### config.mk
export PLATFORM = sky130hd
export DESIGN_NAME = burst_bus_master_flat
export DESIGN_NICKNAME = d
export VERILOG_FILES = /design/src/rtl/bus_pkg.sv /design/src/rtl/burst_bus_master_if.sv /design/src/rtl/burst_beat_counter.sv /design/src/rtl/burst_bus_master.sv /design/src/flat_wrapper.sv
export SDC_FILE = /design/constraint.sdc
export NUM_CORES = 1
export LEC_CHECK = 0
export ABC_AREA = 0
export BUFFER_PORTS_ARGS = -buffer_cell sky130_fd_sc_hd__buf_4
export CAP_MARGIN = 20
export CORE_ASPECT_RATIO = 0.7
export CORE_MARGIN = 10
export CORE_UTILIZATION = 44
export DETAILED_ROUTE_END_ITERATION = 6
export HOLD_SLACK_MARGIN = 0.02
export PLACE_DENSITY = 0.8
export SLEW_MARGIN = 20
export SYNTH_ARGS = -nofsm -noshare
export SYNTH_HDL_FRONTEND = slang
export SYNTH_HIERARCHICAL = 1
export SYNTH_SLANG_ARGS = --single-unit
export TNS_END_PERCENT = 100
### constraint.sdc
create_clock -name clk_i -period 2.65 [get_ports clk_i]
set_input_delay 0.265 -clock clk_i [delete_from_list [all_inputs] [get_ports clk_i]]
set_output_delay 0.265 -clock clk_i [all_outputs]
set_load 0.01 [all_outputs]
### src/rtl/bus_pkg.sv
// Shared types and default widths for the burst bus master.
package bus_pkg;

  typedef enum logic [1:0] {
    IDLE,
    WR_BURST,
    RD_CMD,
    RD_DATA
  } state_e;

  localparam int unsigned DEF_ADDR_W  = 4;
  localparam int unsigned DEF_DATA_W  = 32;
  localparam int unsigned DEF_LEN_W   = 4;
  localparam int unsigned DEF_TIMEOUT = 64;

endpackage

### src/rtl/burst_bus_master_if.sv
// Client command/data stream plus interconnect signals of the burst bus master.
interface burst_bus_master_if
  import bus_pkg::*;
#(
  parameter int unsigned ADDR_W = DEF_ADDR_W,
  parameter int unsigned DATA_W = DEF_DATA_W,
  parameter int unsigned LEN_W  = DEF_LEN_W
) ();

  logic              cmd_valid;
  logic              cmd_ready;
  logic              cmd_wr;
  logic [ADDR_W-1:0] cmd_addr;
  logic [LEN_W-1:0]  cmd_len;
  logic              wdata_valid;
  logic              wdata_ready;
  logic [DATA_W-1:0] wdata;
  logic              rdata_valid;
  logic [DATA_W-1:0] rdata;
  logic              rdata_last;
  logic              err;
  logic              busy;
  logic              bus_wr;
  logic              bus_rd;
  logic [ADDR_W-1:0] bus_address;
  logic [LEN_W-1:0]  bus_length;
  logic [DATA_W-1:0] bus_wdata;
  logic              bus_ready;
  logic [DATA_W-1:0] bus_rdata;
  logic              bus_rddatavalid;

  modport master (
    input  cmd_valid, cmd_wr, cmd_addr, cmd_len, wdata_valid, wdata,
           bus_ready, bus_rdata, bus_rddatavalid,
    output cmd_ready, wdata_ready, rdata_valid, rdata, rdata_last, err, busy,
           bus_wr, bus_rd, bus_address, bus_length, bus_wdata
  );

  modport slave (
    output cmd_valid, cmd_wr, cmd_addr, cmd_len, wdata_valid, wdata,
           bus_ready, bus_rdata, bus_rddatavalid,
    input  cmd_ready, wdata_ready, rdata_valid, rdata, rdata_last, err, busy,
           bus_wr, bus_rd, bus_address, bus_length, bus_wdata
  );

endinterface

### src/rtl/burst_beat_counter.sv
// Remaining-beat counter: loads the burst length, decrements per beat, saturates at 0.
module burst_beat_counter #(
  parameter int unsigned LEN_W = 4
) (
  input  logic             clk_i,
  input  logic             rst_ni,
  input  logic             load_i,
  input  logic [LEN_W-1:0] len_i,
  input  logic             dec_i,
  output logic [LEN_W-1:0] cnt_o,
  output logic             last_o
);

  logic [LEN_W-1:0] cnt_q, cnt_d;

  always_comb begin
    cnt_d = cnt_q;
    if (load_i) begin
      cnt_d = len_i;
    end else if (dec_i && (cnt_q != '0)) begin
      cnt_d = cnt_q - LEN_W'(1);
    end
  end

  always_ff @(posedge clk_i or negedge rst_ni) begin
    if (!rst_ni) begin
      cnt_q <= '0;
    end else begin
      cnt_q <= cnt_d;
    end
  end

  assign cnt_o  = cnt_q;
  assign last_o = (cnt_q == LEN_W'(1));

endmodule

### src/rtl/burst_bus_master.sv
// Converts client commands into write/read bursts on the interconnect, with
// read beat counting, last-beat flag and an inter-beat read timeout.
module burst_bus_master
  import bus_pkg::*;
#(
  parameter int unsigned ADDR_W  = DEF_ADDR_W,
  parameter int unsigned DATA_W  = DEF_DATA_W,
  parameter int unsigned LEN_W   = DEF_LEN_W,
  parameter int unsigned TIMEOUT = DEF_TIMEOUT
) (
  input  logic               clk_i,
  input  logic               rst_ni,
  burst_bus_master_if.master bus
);

  localparam int unsigned TMR_W = $clog2(TIMEOUT + 1);

  state_e            state_q, state_d;
  logic [ADDR_W-1:0] addr_q, addr_d;
  logic [LEN_W-1:0]  len_q, len_d;
  logic              err_q, err_d;
  logic              rvalid_q, rvalid_d;
  logic              rlast_q, rlast_d;
  logic [DATA_W-1:0] rdata_q, rdata_d;
  logic [TMR_W-1:0]  timer_q, timer_d, timer_inc;

  logic              cnt_load, cnt_dec, cnt_last;
  logic [LEN_W-1:0]  cnt_val;
  logic              rd_beat;

  logic              cmd_ready_c, wdata_ready_c, bus_wr_c, bus_rd_c;
  logic [DATA_W-1:0] bus_wdata_c;

  burst_beat_counter #(.LEN_W(LEN_W)) u_beat_cnt (
    .clk_i  (clk_i),
    .rst_ni (rst_ni),
    .load_i (cnt_load),
    .len_i  (bus.cmd_len),
    .dec_i  (cnt_dec),
    .cnt_o  (cnt_val),
    .last_o (cnt_last)
  );

  assign timer_inc = timer_q + TMR_W'(1);

  always_comb begin
    state_d       = state_q;
    addr_d        = addr_q;
    len_d         = len_q;
    err_d         = 1'b0;
    rvalid_d      = 1'b0;
    rlast_d       = 1'b0;
    rdata_d       = rdata_q;
    timer_d       = timer_q;
    cnt_load      = 1'b0;
    cnt_dec       = 1'b0;
    rd_beat       = 1'b0;
    cmd_ready_c   = 1'b0;
    wdata_ready_c = 1'b0;
    bus_wr_c      = 1'b0;
    bus_rd_c      = 1'b0;
    bus_wdata_c   = '0;

    unique case (state_q)
      IDLE: begin
        cmd_ready_c = 1'b1;
        if (bus.cmd_valid) begin
          addr_d = bus.cmd_addr;
          len_d  = bus.cmd_len;
          if (bus.cmd_len == '0) begin
            err_d = 1'b1;
          end else begin
            cnt_load = 1'b1;
            state_d  = bus.cmd_wr ? WR_BURST : RD_CMD;
          end
        end
      end
      WR_BURST: begin
        bus_wr_c      = bus.wdata_valid;
        bus_wdata_c   = bus.wdata;
        wdata_ready_c = bus.bus_ready;
        if (bus.wdata_valid && bus.bus_ready) begin
          cnt_dec = 1'b1;
          if (cnt_last) state_d = IDLE;
        end
      end
      RD_CMD: begin
        bus_rd_c = 1'b1;
        timer_d  = '0;
        rd_beat  = bus.bus_rddatavalid;
        if (bus.bus_ready) state_d = RD_DATA;
      end
      RD_DATA: begin
        rd_beat = bus.bus_rddatavalid;
        if (bus.bus_rddatavalid) begin
          timer_d = '0;
        end else if (timer_q != TMR_W'(TIMEOUT)) begin
          timer_d = timer_inc;
          if (timer_inc == TMR_W'(TIMEOUT)) begin
            err_d   = 1'b1;
            state_d = IDLE;
          end
        end
      end
    endcase

    // Beats arriving while the request is still in RD_CMD count too, so a
    // single-beat read can finish without ever entering RD_DATA.
    if (rd_beat) begin
      cnt_dec  = 1'b1;
      rvalid_d = 1'b1;
      rdata_d  = bus.bus_rdata;
      rlast_d  = cnt_last;
      if (cnt_last) state_d = IDLE;
    end
  end

  always_ff @(posedge clk_i or negedge rst_ni) begin
    if (!rst_ni) begin
      state_q  <= IDLE;
      addr_q   <= '0;
      len_q    <= '0;
      err_q    <= 1'b0;
      rvalid_q <= 1'b0;
      rlast_q  <= 1'b0;
      rdata_q  <= '0;
      timer_q  <= '0;
    end else begin
      state_q  <= state_d;
      addr_q   <= addr_d;
      len_q    <= len_d;
      err_q    <= err_d;
      rvalid_q <= rvalid_d;
      rlast_q  <= rlast_d;
      rdata_q  <= rdata_d;
      timer_q  <= timer_d;
    end
  end

  assign bus.cmd_ready   = cmd_ready_c;
  assign bus.wdata_ready = wdata_ready_c;
  assign bus.bus_wr      = bus_wr_c;
  assign bus.bus_rd      = bus_rd_c;
  assign bus.bus_wdata   = bus_wdata_c;
  assign bus.bus_address = addr_q;
  assign bus.bus_length  = len_q;
  assign bus.err         = err_q;
  assign bus.busy        = (state_q != IDLE);
  assign bus.rdata_valid = rvalid_q;
  assign bus.rdata       = rdata_q;
  assign bus.rdata_last  = rlast_q;

  logic unused_cnt;
  assign unused_cnt = ^cnt_val;

endmodule

### src/flat_wrapper.sv
// flat-port wrapper written by rule: the top's interface ports become plain ports
module burst_bus_master_flat import bus_pkg::*;
#(
  parameter int unsigned ADDR_W  = DEF_ADDR_W,
  parameter int unsigned DATA_W  = DEF_DATA_W,
  parameter int unsigned LEN_W   = DEF_LEN_W,
  parameter int unsigned TIMEOUT = DEF_TIMEOUT
)
  (clk_i, rst_ni, bus_cmd_valid, bus_cmd_wr, bus_cmd_addr, bus_cmd_len, bus_wdata_valid, bus_wdata, bus_bus_ready, bus_bus_rdata, bus_bus_rddatavalid, bus_cmd_ready, bus_wdata_ready, bus_rdata_valid, bus_rdata, bus_rdata_last, bus_err, bus_busy, bus_bus_wr, bus_bus_rd, bus_bus_address, bus_bus_length, bus_bus_wdata);
  burst_bus_master_if #(.ADDR_W(ADDR_W), .DATA_W(DATA_W), .LEN_W(LEN_W)) bus_i ();
  input  logic clk_i;
  input  logic rst_ni;
  input wire logic [$bits(bus_i.cmd_valid)-1:0] bus_cmd_valid;
  input wire logic [$bits(bus_i.cmd_wr)-1:0] bus_cmd_wr;
  input wire logic [$bits(bus_i.cmd_addr)-1:0] bus_cmd_addr;
  input wire logic [$bits(bus_i.cmd_len)-1:0] bus_cmd_len;
  input wire logic [$bits(bus_i.wdata_valid)-1:0] bus_wdata_valid;
  input wire logic [$bits(bus_i.wdata)-1:0] bus_wdata;
  input wire logic [$bits(bus_i.bus_ready)-1:0] bus_bus_ready;
  input wire logic [$bits(bus_i.bus_rdata)-1:0] bus_bus_rdata;
  input wire logic [$bits(bus_i.bus_rddatavalid)-1:0] bus_bus_rddatavalid;
  output wire logic [$bits(bus_i.cmd_ready)-1:0] bus_cmd_ready;
  output wire logic [$bits(bus_i.wdata_ready)-1:0] bus_wdata_ready;
  output wire logic [$bits(bus_i.rdata_valid)-1:0] bus_rdata_valid;
  output wire logic [$bits(bus_i.rdata)-1:0] bus_rdata;
  output wire logic [$bits(bus_i.rdata_last)-1:0] bus_rdata_last;
  output wire logic [$bits(bus_i.err)-1:0] bus_err;
  output wire logic [$bits(bus_i.busy)-1:0] bus_busy;
  output wire logic [$bits(bus_i.bus_wr)-1:0] bus_bus_wr;
  output wire logic [$bits(bus_i.bus_rd)-1:0] bus_bus_rd;
  output wire logic [$bits(bus_i.bus_address)-1:0] bus_bus_address;
  output wire logic [$bits(bus_i.bus_length)-1:0] bus_bus_length;
  output wire logic [$bits(bus_i.bus_wdata)-1:0] bus_bus_wdata;
  assign bus_i.cmd_valid = bus_cmd_valid;
  assign bus_i.cmd_wr = bus_cmd_wr;
  assign bus_i.cmd_addr = bus_cmd_addr;
  assign bus_i.cmd_len = bus_cmd_len;
  assign bus_i.wdata_valid = bus_wdata_valid;
  assign bus_i.wdata = bus_wdata;
  assign bus_i.bus_ready = bus_bus_ready;
  assign bus_i.bus_rdata = bus_bus_rdata;
  assign bus_i.bus_rddatavalid = bus_bus_rddatavalid;
  assign bus_cmd_ready = bus_i.cmd_ready;
  assign bus_wdata_ready = bus_i.wdata_ready;
  assign bus_rdata_valid = bus_i.rdata_valid;
  assign bus_rdata = bus_i.rdata;
  assign bus_rdata_last = bus_i.rdata_last;
  assign bus_err = bus_i.err;
  assign bus_busy = bus_i.busy;
  assign bus_bus_wr = bus_i.bus_wr;
  assign bus_bus_rd = bus_i.bus_rd;
  assign bus_bus_address = bus_i.bus_address;
  assign bus_bus_length = bus_i.bus_length;
  assign bus_bus_wdata = bus_i.bus_wdata;
  burst_bus_master #(.ADDR_W(ADDR_W), .DATA_W(DATA_W), .LEN_W(LEN_W), .TIMEOUT(TIMEOUT)) u_core (.clk_i(clk_i), .rst_ni(rst_ni), .bus(bus_i));
endmodule
==> summary.md <==
| Metric | Value |
|---|---|
| Drt first-iter violations | 130 |
| Vias in the first global route | 2,685 |
| Area growth syn-to-layout | 50.4% |
| Netlist Area Pre-Place | ~2800 µm² |
| Initial antenna violation count | 0 |
| Port Buffer Count | between 150 and 200 |
| DPL Wire Length | ~7000 µm |
| Post-CTS setup repair buffer count | 0 |
| Top-area cell type share of the netlist area | approximately half |
| Crit. End Element | flop |
| Startpoint Class | flop |
| Avg WL per Cell | 16.4 µm |
| Core Box Area | ~6200 µm² |
| Maximum clock rate | around 500 MHz |
| Pwr/cell area | around 1100 nW/µm² |
| Setup TNS | 0 ps |
| Critical path arrival | around 2300 ps |
| Total GRT Usage | between 10% and 20% |
| Number of enable flip-flop cells after synthesis | 0 |
| Avg Cell Area, Syn | between 9 and 10 µm² |
| Post-synth cell types | 43 |
| WS Path Type | reg2reg |
| Fin worst setup slack | between 500 and 600 ps |
| Pins Over Slew Limit | 0 |
| Share of cells above drive strength 1 | between 30% and 40% |
| Root buffer cell | clkbuf_8 |
| Maxcap violations | 0 |
| Largest net degree at the start of global routing | 57 |
| Worst min path class | in2async |
| Fin nets | 550 |
| Final setup fails | 0 |
| Final Hold Viols | 1 |
| DRT Wirelength | about 9000 µm |
| Cts hold-fix bufs | 0 |
| Number of I/O pins | 159 |
| CTS tree | built |
| Rel. slew slack | between 40 and 50% |
| Skew-Pair Late Insertion Delay | 310 ps |
| Area of the multi-input gates | 1280 µm² |
| Ys async rst share | 100% |
| Diode count | 0 |
| Via count | about 2,600 |
| CTS buffer count | 5 |
| DRT antenna net count | 0 |
| Synthesized instance count | between 300 and 400 |
| Drt pass-1 iters | 4 |
| Fillers | roughly 520 |
| Leakage power | between 2 and 2.5 nW |
| Setup WS pre-CTS | roughly 640 ps |
| Ys Warns | 6 |
| First-pass GRT wire length | between 10,000 and 15,000 µm |
| Syn_nets | between 300 and 400 |
| DRC | 0 |
| Worst-path fanout max | 3 |
| Clk_skew | about 12 ps |
| FF+latch count, synth | 56 |
| Most common cell after layout, fill and taps aside | buf_4 |
| Worst VDD drop | between 0.0005 and 0.0006 V |
| Period utilisation layout | just under 80% |
| Synth top area cells | dfrtp_1 50%, nand2_1 15%, and2_1 7.9% |
| Initial Utilization | about 45% |
| Worst-path clk slew | about 90 ps |
| Global route overflow | 0 |
| Worst Path Required | roughly 2900 ps |
| Worst hold margin | -2.25 ps |
| CTS H-tree depth | 2 |
| FF+latch area | between 1000 and 1500 µm² |
| Die ar. | approximately 9900 µm² |
| Rows | 24 |
| Seq/Total Area, Yosys | 50.5% |
| Die Y | roughly 86 µm |
| Ys flop type | dfrtp_1 |
| Most frequent cells in the layout | 163 x buf_4, 108 x nand2_1, 56 x dfrtp_1 |
| RSZ-0062 raised after global routing | false |
| Die width | roughly 110 µm |
| Failing checks | negative hold slack |
| Yosys top cell by area | dfrtp_1 |
| Worst-Margin Slew | between 800 and 900 ps |
| CTS max path bufs | 2 |
| Final min period | roughly 2000 ps |
| Run status | finished with violations |
| Via-per-instance ratio | a little under 5 |
| Placer congestion estimate | 0.918 |
| CTS resizes | 0 |
| Num Clock Sinks | 56 |
flip-flops by register name, indices dropped and copies added, names as in the netlist:
register and flops:
u_core/bus.bus_length 4, u_core/bus.rdata_valid 1, u_core/bus.err 1, u_core/bus.rdata_last 1
u_core/timer_q 7, u_core/state_q 2, u_core/bus.bus_address 4, u_core/u_beat_cnt/cnt_o 4
u_core/bus.rdata 32
area by class of cell:
| cell class | count | share of cell area (%) |
|---|---|---|
| inverters | 11 | 0.989 |
| clock buffers | 5 | 1.65 |
| multi-input cells | 226 | 30.7 |
| clock inverters | 2 | 1.44 |
| repair buffers | 163 | 29.3 |
| well taps | 78 | 2.34 |
| flip-flops and latches | 56 | 33.6 |
cells in the mapped netlist, types with 3 or more instances:
cell type  number
nor2b_1         3
nand2_1       108
mux2_2          8
inv_1          10
o21ai_0         8
nor3b_1         3
clkbuf_1        9
a21oi_1         6
and2_1         35
nand2b_1        5
ha_1            8
a21o_1          3
o21ai_1         3
dfrtp_1        56
nand3_1         4
layer usage:
layer / up-vias / GRT usage [%] / share of wire (%)
met2: 85 / 27.8 / 48
met3: 5 / 5.59 / 8.1
li1: 1309 / - / -
met4: 0 / 3.14 / 0.47
met5: - / 0 / 0
met1: 1239 / 22.4 / 44
through the flow:
step | area, µm² | utilization, % | power (mW) | std cells
final | 4180 | 67.5 | 4.39 | 541
after global routing | 4180 | 67.5 | 4.74 | 541
after CTS | 4180 | 67.5 | 4.45 | 541
after detailed placement | 4050 | 65.4 | 3.79 | 534
after global placement | 4050 | 65.4 | 3.72 | 534
after floorplan | 2780 | - | 2.63 | 305
final timing paths:
check / slack, ps / end / start / cells past startpoint
hold reg to reg: 480 / u_core/bus.rdata[19] / u_core/bus.rdata[19] / 2
hold / removal: -2 / u_core/bus.rdata[5] / rst_ni / 1
max in group asynchronous: 2190 / u_core/u_beat_cnt/cnt_o[2] / rst_ni / 1
min in group clk_i: 140 / u_core/bus.rdata[18] / bus_bus_rdata[18] / 3
setup / recovery: 590 / u_core/state_q[0] / u_core/u_beat_cnt/cnt_o[1] / 8
setup reg to reg: 590 / u_core/state_q[0] / u_core/u_beat_cnt/cnt_o[1] / 8
power breakdown:
part	total (mW)	switching (mW)	leakage, nW	internal (mW)
clock	0.640	0.268	0.0642	0.372
sequential	1.45	0.238	0.705	1.21
combinational	2.30	1.16	1.47	1.13
critical path, stage by stage (launching register included):
cell      delay (ps)
dfrtp_1          410
inv_1             90
ha_1             140
nor3b_1          410
nand3_1          160
a21o_1           210
a221oi_1         230
a211oi_1          90
a41o_1           210
cell families (layout without fill, tap and decap cells):
family	after synthesis	count (layout)	synth area share, %
AO/OA/AOI/OAI	33	33	7.84
XOR/XNOR	4	4	1.26
adder cells (fa/ha/maj)	8	8	3.61
buffers and inverters	23	181	3.42
flip-flops	56	56	50.5
multiplexers	10	10	3.97
AND/OR/NAND/NOR	171	171	29.4
(Power assumes the default switching activity.)
